File: src/rtl/add_serial_pkg.sv
// Shared types and constants for the bit-serial adder operand sequencer.
package add_serial_pkg;

  localparam int WIDTH      = 8;
  localparam int ADD_CYCLES = 8;

  typedef enum logic [2:0] {
    S_IDLE,
    S_LOAD,
    S_WAIT,
    S_CAPT,
    S_REL
  } state_t;

  typedef struct packed {
    logic [WIDTH-1:0] a;
    logic [WIDTH-1:0] b;
  } pair_t;

endpackage

File: src/rtl/add_serial_opq.sv
// Synchronous operand-pair FIFO; storage is not reset, only pointers and count.
module add_serial_opq
  import add_serial_pkg::*;
#(
  parameter int DEPTH = 4
) (
  input  logic  clk,
  input  logic  rst,
  input  logic  push,
  input  pair_t din,
  input  logic  pop,
  output logic  full,
  output logic  empty,
  output pair_t head
);

  localparam int PW = $clog2(DEPTH);
  localparam int CW = PW + 1;

  pair_t         mem [DEPTH];
  logic [PW-1:0] wr_q, wr_d;
  logic [PW-1:0] rd_q, rd_d;
  logic [CW-1:0] cnt_q, cnt_d;
  logic          do_push;
  logic          do_pop;

  assign full  = (cnt_q == CW'(DEPTH));
  assign empty = (cnt_q == '0);
  assign head  = mem[rd_q];

  always_comb begin
    do_push = push && !full;
    do_pop  = pop && !empty;
    wr_d    = wr_q;
    rd_d    = rd_q;
    cnt_d   = cnt_q;
    // Pointers wrap naturally because DEPTH is a power of two.
    if (do_push) wr_d = wr_q + PW'(1);
    if (do_pop)  rd_d = rd_q + PW'(1);
    cnt_d = cnt_q + CW'(do_push) - CW'(do_pop);
  end

  always_ff @(posedge clk) begin
    if (rst) begin
      wr_q  <= '0;
      rd_q  <= '0;
      cnt_q <= '0;
    end else begin
      wr_q  <= wr_d;
      rd_q  <= rd_d;
      cnt_q <= cnt_d;
    end
  end

  always_ff @(posedge clk) begin
    if (do_push) mem[wr_q] <= din;
  end

endmodule

File: src/rtl/add_serial_seq.sv
// Operand sequencer for the 8-bit bit-serial adder: queues pairs, drives en/a/b,
// captures the sum. Optional self-check output err under ADD_SERIAL_SEQ_CHECK_EN.
module add_serial_seq #(
  parameter int WIDTH      = 8,
  parameter int FIFO_DEPTH = 4,
  parameter int ADD_CYCLES = 8
) (
  input  logic             clk,
  input  logic             rst,
  input  logic             in_valid,
  output logic             in_ready,
  input  logic [WIDTH-1:0] in_a,
  input  logic [WIDTH-1:0] in_b,
  output logic             add_en,
  output logic [WIDTH-1:0] add_a,
  output logic [WIDTH-1:0] add_b,
  input  logic [WIDTH-1:0] add_out,
  output logic             res_valid,
  input  logic             res_ready,
  output logic [WIDTH-1:0] res_sum,
  output logic             busy
`ifdef ADD_SERIAL_SEQ_CHECK_EN
  ,
  output logic             err
`endif
);

  import add_serial_pkg::*;

  localparam int CNT_W = (ADD_CYCLES > 1) ? $clog2(ADD_CYCLES) : 1;

  state_t           state_q, state_d;
  logic [CNT_W-1:0] cnt_q, cnt_d;
  logic [WIDTH-1:0] add_a_q, add_a_d;
  logic [WIDTH-1:0] add_b_q, add_b_d;
  logic             res_valid_q, res_valid_d;
  logic [WIDTH-1:0] res_sum_q, res_sum_d;
  logic             capture;
  logic             q_full, q_empty, q_pop;
  pair_t            q_head, q_din;

  assign q_din.a = in_a;
  assign q_din.b = in_b;

  add_serial_opq #(
    .DEPTH (FIFO_DEPTH)
  ) u_opq (
    .clk   (clk),
    .rst   (rst),
    .push  (in_valid && !q_full),
    .din   (q_din),
    .pop   (q_pop),
    .full  (q_full),
    .empty (q_empty),
    .head  (q_head)
  );

  always_comb begin
    state_d     = state_q;
    cnt_d       = cnt_q;
    add_a_d     = add_a_q;
    add_b_d     = add_b_q;
    res_valid_d = res_valid_q;
    res_sum_d   = res_sum_q;
    add_en      = 1'b0;
    q_pop       = 1'b0;
    capture     = 1'b0;

    if (res_valid_q && res_ready) res_valid_d = 1'b0;

    case (state_q)
      S_IDLE: begin
        if (!q_empty) state_d = S_LOAD;
      end
      S_LOAD: begin
        // Operands reach the adder pins in the same cycle en is raised.
        add_en  = 1'b1;
        add_a_d = q_head.a;
        add_b_d = q_head.b;
        q_pop   = 1'b1;
        cnt_d   = '0;
        state_d = S_WAIT;
      end
      S_WAIT: begin
        cnt_d = cnt_q + CNT_W'(1);
        if (cnt_q == CNT_W'(ADD_CYCLES - 1)) state_d = S_CAPT;
      end
      S_CAPT: begin
        // Adder sits in DONE while en stays low, so stalling here is safe.
        if (!res_valid_q || res_ready) begin
          capture     = 1'b1;
          res_sum_d   = add_out;
          res_valid_d = 1'b1;
          state_d     = S_REL;
        end
      end
      S_REL: begin
        add_en  = 1'b1;
        state_d = q_empty ? S_IDLE : S_LOAD;
      end
      default: state_d = S_IDLE;
    endcase
  end

  assign in_ready  = !q_full;
  assign add_a     = add_a_d;
  assign add_b     = add_b_d;
  assign res_valid = res_valid_q;
  assign res_sum   = res_sum_q;
  assign busy      = (state_q != S_IDLE) || !q_empty;

  always_ff @(posedge clk) begin
    if (rst) begin
      state_q     <= S_IDLE;
      cnt_q       <= '0;
      add_a_q     <= '0;
      add_b_q     <= '0;
      res_valid_q <= 1'b0;
      res_sum_q   <= '0;
    end else begin
      state_q     <= state_d;
      cnt_q       <= cnt_d;
      add_a_q     <= add_a_d;
      add_b_q     <= add_b_d;
      res_valid_q <= res_valid_d;
      res_sum_q   <= res_sum_d;
    end
  end

`ifdef ADD_SERIAL_SEQ_CHECK_EN
  // The held add_a/add_b registers are the copy of the issued pair.
  logic             err_q, err_d;
  logic [WIDTH-1:0] ref_sum;

  always_comb begin
    ref_sum = add_a_q + add_b_q;
    err_d   = err_q;
    if (capture && (add_out != ref_sum)) err_d = 1'b1;
  end

  always_ff @(posedge clk) begin
    if (rst) err_q <= 1'b0;
    else     err_q <= err_d;
  end

  assign err = err_q;
`endif

endmodule

File: config.mk
export PLATFORM = sky130hd
export DESIGN_NAME = add_serial_seq
export DESIGN_NICKNAME = d
export VERILOG_FILES = /design/src/rtl/add_serial_pkg.sv /design/src/rtl/add_serial_opq.sv /design/src/rtl/add_serial_seq.sv
export SDC_FILE = /design/constraint.sdc
export NUM_CORES = 1
export LEC_CHECK = 0
export ABC_AREA = 1
export CAP_MARGIN = 0
export CELL_PAD_IN_SITES_DETAIL_PLACEMENT = 0
export CELL_PAD_IN_SITES_GLOBAL_PLACEMENT = 2
export CORE_MARGIN = 2
export CORE_UTILIZATION = 36
export CTS_BUF_LIST = sky130_fd_sc_hd__clkbuf_8
export DETAILED_ROUTE_END_ITERATION = 16
export GPL_TIMING_DRIVEN = 0
export PLACE_DENSITY = 0.86
export SLEW_MARGIN = 20
export SYNTH_ARGS = -nofsm -noshare
export SYNTH_HDL_FRONTEND = slang
export SYNTH_SLANG_ARGS = --single-unit
File: constraint.sdc
create_clock -name clk -period 2.5 [get_ports clk]
set_input_delay 0.25 -clock clk [delete_from_list [all_inputs] [get_ports clk]]
set_output_delay 0.25 -clock clk [all_outputs]
set_load 0.02 [all_outputs]
-- Yosys cells after proc, flatten, opt, wreduce, memory -nomap -nowiden
Memories as Yosys holds them, arrays and structs flattened. A register that Yosys moved wholly into a read port is not among the register bits.
Index checks and enable logic that the tools add are counted.
- bits in registers: 38
- RAM bits: 64
- bits of input ports: 28
- memories: 1
- add/sub/neg operators: 5
- eq/ne operators: 9
- muxes and demuxes: 17
- reductions and logical operators: 16
- memories (name ; words ; width ; read ports ; clocked after memory_dff ; wr ports ; RTL line ; RTL):
    u_opq.mem ; 4 ; 16 ; 1 ; 1 ; 1 ; add_serial_opq.sv:20 ; pair_t mem [DEPTH];
- operators with widths (cell ; number):
    $mux W8 ; 2
    $pmux W3 S5 ; 1
    $eq A3 B3 Y1 const B ; 3
    $mux W3 ; 3
    $mux W1 ; 8
    $eq A3 B2 Y1 const B ; 2
    $logic_not A3 Y1 ; 2
    $ne A2 B2 Y1 const B ; 3
    $pmux W3 S2 ; 1
    $add A2 B1 Y2 const B ; 2
    $logic_and A1 B1 Y1 ; 4
    $mux W2 ; 2
    $add A3 B1 Y3 ; 1
    $add A3 B1 Y3 const B ; 1
    $eq A3 B1 Y1 const B ; 1
    $logic_not A1 Y1 ; 3
    $reduce_and A3 Y1 ; 1
    $reduce_bool A3 Y1 ; 1
    $sub A3 B1 Y3 ; 1
    $logic_or A1 B1 Y1 ; 2
    $reduce_and A2 Y1 ; 1
    $reduce_bool A2 Y1 ; 1
    $reduce_or A2 Y1 ; 1

-- Depth between registers and ports, before layout
Gate-level depths: netlist (run 1).
- word-level depth: 6
- depth in mapped cells: 11
- gate-level depth less buffers: 11

-- Cells and area by module
Synthesis (run 1) repeated with hierarchy kept, for this count alone.
- cell total of the unflattened synthesis: 415
- area total of the unflattened synthesis: 4276.6 µm²
- modules (own cells, without submodules) (module ; times used ; cells each ; area an instance (µm²)):
    add_serial_opq ; 1 ; 223 ; 2840.2
    add_serial_seq ; 1 ; 192 ; 1436.4

-- Worst setup path after synthesis (run 1)
OpenSTA, ideal clock, no wires.
- kind: register to register
- start: reg u_opq.cnt_q[1]
- end: mem u_opq.mem[0][0] (netlist bit) (enable)
- library setup time: 0.389 ns
- data arrival time: 1.546 ns
- data required time: 2.111 ns
- path slack: 0.565 ns
- stages on the path, launching flop included: 5
- path buffers: 0
- cells stage by stage: dfxtp_1 inv_1 nand3_1 nand2_1 nor2_1
- longest elaborated chain between the ends: 6
- ends and longest elaborated chain (what ; RTL line ; RTL):
    from (decl) ; add_serial_opq.sv:23 ; logic [CW-1:0] cnt_q, cnt_d;
    from (signal assigned) ; add_serial_opq.sv:51 ; cnt_q <= cnt_d;
    $eq A3 B3 Y1 * ; add_serial_opq.sv:27 ; assign full = (cnt_q == CW'(DEPTH));
    $logic_not A1 Y1 * ; - ;
    named net in_ready ; add_serial_seq.sv:11 ; output logic in_ready,
    $logic_and A1 B1 Y1 ; add_serial_seq.sv:50 ; .push (in_valid && !q_full),
    $logic_and A1 B1 Y1 * ; add_serial_opq.sv:32 ; do_push = push && !full;
    $mux W1 * ; add_serial_opq.sv:56 ; if (do_push) mem[wr_q] <= din;
    $mux W1 (implied by the code) * ; add_serial_opq.sv:56 ;
    to (decl) ; add_serial_opq.sv:20 ;
The timed path passes the listed nets; every way through them passes the cells marked *.

==> results_dict.tcl, run 1 <==
set metrics [dict create \
    status "finished, final reports clean" \
    postSynthCellCount 481 \
    drtPass1Iterations 4 \
    critical_path_class "flip-flop to output port" \
    placed_area_um2 5270 \
    slowest_stage "clkdlybuf4s50_1" \
    clock.fmax_ghz 0.428 \
    vias_per_cell 4.49 \
    drt_iter0_markers 189 \
    syn-num-nets 518 \
    cts_root_buffer "clkbuf_8" \
    synth_flop_cell "edfxtp_1" \
    synth_commonest_cells "144 x nand2_1, 83 x inv_1, 64 x edfxtp_1" \
    rr_worst_depth 11 \
    cts_buffers 9 \
    power.density_nw_per_um2 939 \
    hold_path.class "primary input to flip-flop" \
    cp.arrival_ps 2080 \
    reg2reg_from "u_opq.cnt_q[1]" \
    cts.sinks 104 \
    yosysMostFrequentCell "nand2_1" \
    final_hold_viol_count 0 \
    hold_path_end "add_b_q[1]" \
    dp_hpwl_um 6760 \
    worst_slew_pin_slew_ps 546 \
    post_cts_resize_count 0 \
    cts_setup_buffers 0 \
    slowest_delay_ps 610 \
    ys_seq_area_share_pct 61.1 \
    internal_power_uw 3330 \
    cp_max_fo 10 \
    drtAntennaViolNets 0 \
    synth_top_cell_area_share_pct 43.1 \
    crit_chain "buf_4 > buf_2 > nand3_1 > nand2_1 > nand2_1 > nand2_1 > clkdlybuf4s50_1" \
    io_buffers 54 \
    relSlewSlack_pct 63.6 \
    yosys.cell_types.count 26 \
    final_cell_area_um2 5460 \
    place_worst_setup_slack_ps 341 \
    power_frac_clock_pct 19.8 \
    tns_ps 0 \
    cp.required_ps 2250 \
    antenna_found_initial 0 \
    final_nets 587 \
    post-route-drc-count 0 \
    swShare_pct 35.1 \
    synthArstFlopShare_pct 0 \
    cts-htree-levels 3 \
    area.growth.synth_to_final_pct 22.6 \
    rsz0062_at_grt "no" \
    track_usage_pct 16.1 \
    setup_viol 0 \
    clockBufferDepth 2 \
    comb_power_share_pct 37.5 \
    syn_avg_cell_area_um2 9.26 \
    max_cap_violations 0 \
    ir_worst_vdd_mv 0.494 \
    final.period_utilization_pct 93.3 \
    grt_pass1_vias 3186 \
    wl_per_cell_um 13.7 \
    start_util_pct 36.9 \
    critPathMostFrequentCell "nand2_1" \
    endpoint_kind "output port" \
    core_um2 12100 \
    overflow 0 \
    insertion_delay_ps 370 \
    syn_area_um2 4460 \
    worstReg2RegEnd "u_opq.cnt_q[2]" \
    power_leakage_uw 0.00243 \
    rows 40 \
    crit_path_start_kind "flip-flop" \
    ys_warn_count 0 \
    tritoncts "done" \
    min_from "rst" \
    place.gp.congestion 0.811 \
    path_clk_slew_ps 90 \
    yosysTopAreaCell "edfxtp_1" \
    dieHeight_um 115 \
    r2r_slack_ps 330 \
    seq_power_share_pct 42.6 \
    synth_area_leaders "edfxtp_1 43%, dfxtp_1 18%, nand2_1 12%" \
    report.final.slew_viol_count 0 \
    synth_edf_count 64 \
    grt_start_max_net_pins 16 \
    num_io_pins 56 \
    finClkSkew_ps 7.11 \
    dieWidth_um 115 \
    grt_pass1_wl_um 16000 \
    postCtsHoldBufs 0 \
    die-area_um2 13300 \
    wirelength_um 9900 \
    ys_seq_elements 104 \
    setup_slack_ps 166 \
    switching_power_uw 1800 \
    antenna_cells 0 \
    vias 3244 \
    hold-path-cell-count 2 \
    drive_above_1_share_pct 9.91 \
    period_minus_slack_ps 2330 \
]
## placed cells by master (no fill, tap or decap), types with 6 or more instances in the layout
cell type        instances
inv_1                   86
clkdlybuf4s50_1         54
nand3_1                 36
o21ai_0                 14
buf_2                    6
dfxtp_1                 40
ha_1                     8
buf_6                    7
nor2_1                  32
clkbuf_8                10
nand2_1                144
edfxtp_1                64
a21oi_1                 15
a21oi_2                  8
## area by class of cell
cell class,instances,area (um^2)
plain buffers,17,125
clock buffers,10,138
clock inverters,6,52.6
fillers,1175,6600
inverters,90,343
multi-input cells,270,1280
flip-flops and latches,104,2720
well taps,168,210
repair buffers,58,593
## logic make-up after synthesis
| family | after synthesis | synth area share [%] |
|---|---|---|
| adders and majority gates | 9 | 2.70 |
| AOI/OAI and AO/OA | 37 | 4.83 |
| xor gates and xnor gates | 1 | 0.197 |
| DFF | 104 | 61.1 |
| buffers and inverters | 107 | 10.4 |
| and+or+nand+nor | 223 | 20.7 |
## power by group through the flow
stage / Clock (uW) / Combinational (uW) / Sequential [uW]
2_1_floorplan: 0 / 1160 / 2240
3_3_place_gp: 0 / 1890 / 2220
3_5_place_dp: 0 / 1950 / 2230
4_1_cts: 1050 / 1960 / 2190
5_1_grt: 1120 / 2150 / 2210
6_report: 1020 / 1930 / 2190
## through the flow
stage / hold WS [ps] / util (%) / power [uW] / std cells
after detailed placement: 462 / 43.7 / 4180 / 707
after global routing: 333 / 45.3 / 5480 / 723
after global placement: 448 / 43.2 / 4110 / 703
after CTS: 303 / 45.3 / 5200 / 723
final: 271 / 45.3 / 5130 / 723
after floorplan: 349 / - / 3400 / 481
## worst max-delay path, delay by kind of cell (launching register included)
kind,cells,cell delay (ps)
buffers and inverters,3,1060
and+or+nand+nor,4,340
DFF,1,310
## worst max-delay path by stage
stage                     slack, ps                to  cells past startpoint            from
final                           170          add_b[4]                      7       flip-flop
after detailed placement        340    u_opq.cnt_q[2]                     11  u_opq.cnt_q[1]
after floorplan                 570   u_opq.mem[0][0]                      4  u_opq.cnt_q[1]
after CTS                        90          add_b[4]                      7      state_q[2]
after global placement         -210  u_opq.mem[2][10]                      3        in_valid
after global routing              4          add_a[3]                      7       flip-flop
## state kept, by name (all words and copies together) (netlist names), 3 cells and up, named ones only
register,cells
u_opq.cnt_q,3
cnt_q,3
res_sum,8
u_opq.mem,64
add_b_q,8
state_q,3
add_a_q,8
## per-layer routing
layer / part of all wire (%) / routed length [um] / track usage [%] / vias up
met5: 0 / 0 / 0 / -
met4: 1.3 / 125 / 4.50 / 0
met3: 3.8 / 372 / 4.53 / 10
met2: 50 / 4980 / 28.2 / 55
met1: 45 / 4430 / 19.5 / 1545
li1: - / - / - / 1634
(Power assumes the default switching activity.)
==> run 2: changes to the inputs <==
--- a/config.mk
+++ b/config.mk
@@ -13,6 +13,7 @@
 export CORE_UTILIZATION = 36
 export CTS_BUF_LIST = sky130_fd_sc_hd__clkbuf_8
 export DETAILED_ROUTE_END_ITERATION = 16
+export GPL_ROUTABILITY_DRIVEN = 0
 export GPL_TIMING_DRIVEN = 0
 export PLACE_DENSITY = 0.86
 export SLEW_MARGIN = 20
==> results of run 2 <==
The final DEF is identical to that of run 1; final timing and power are the same.
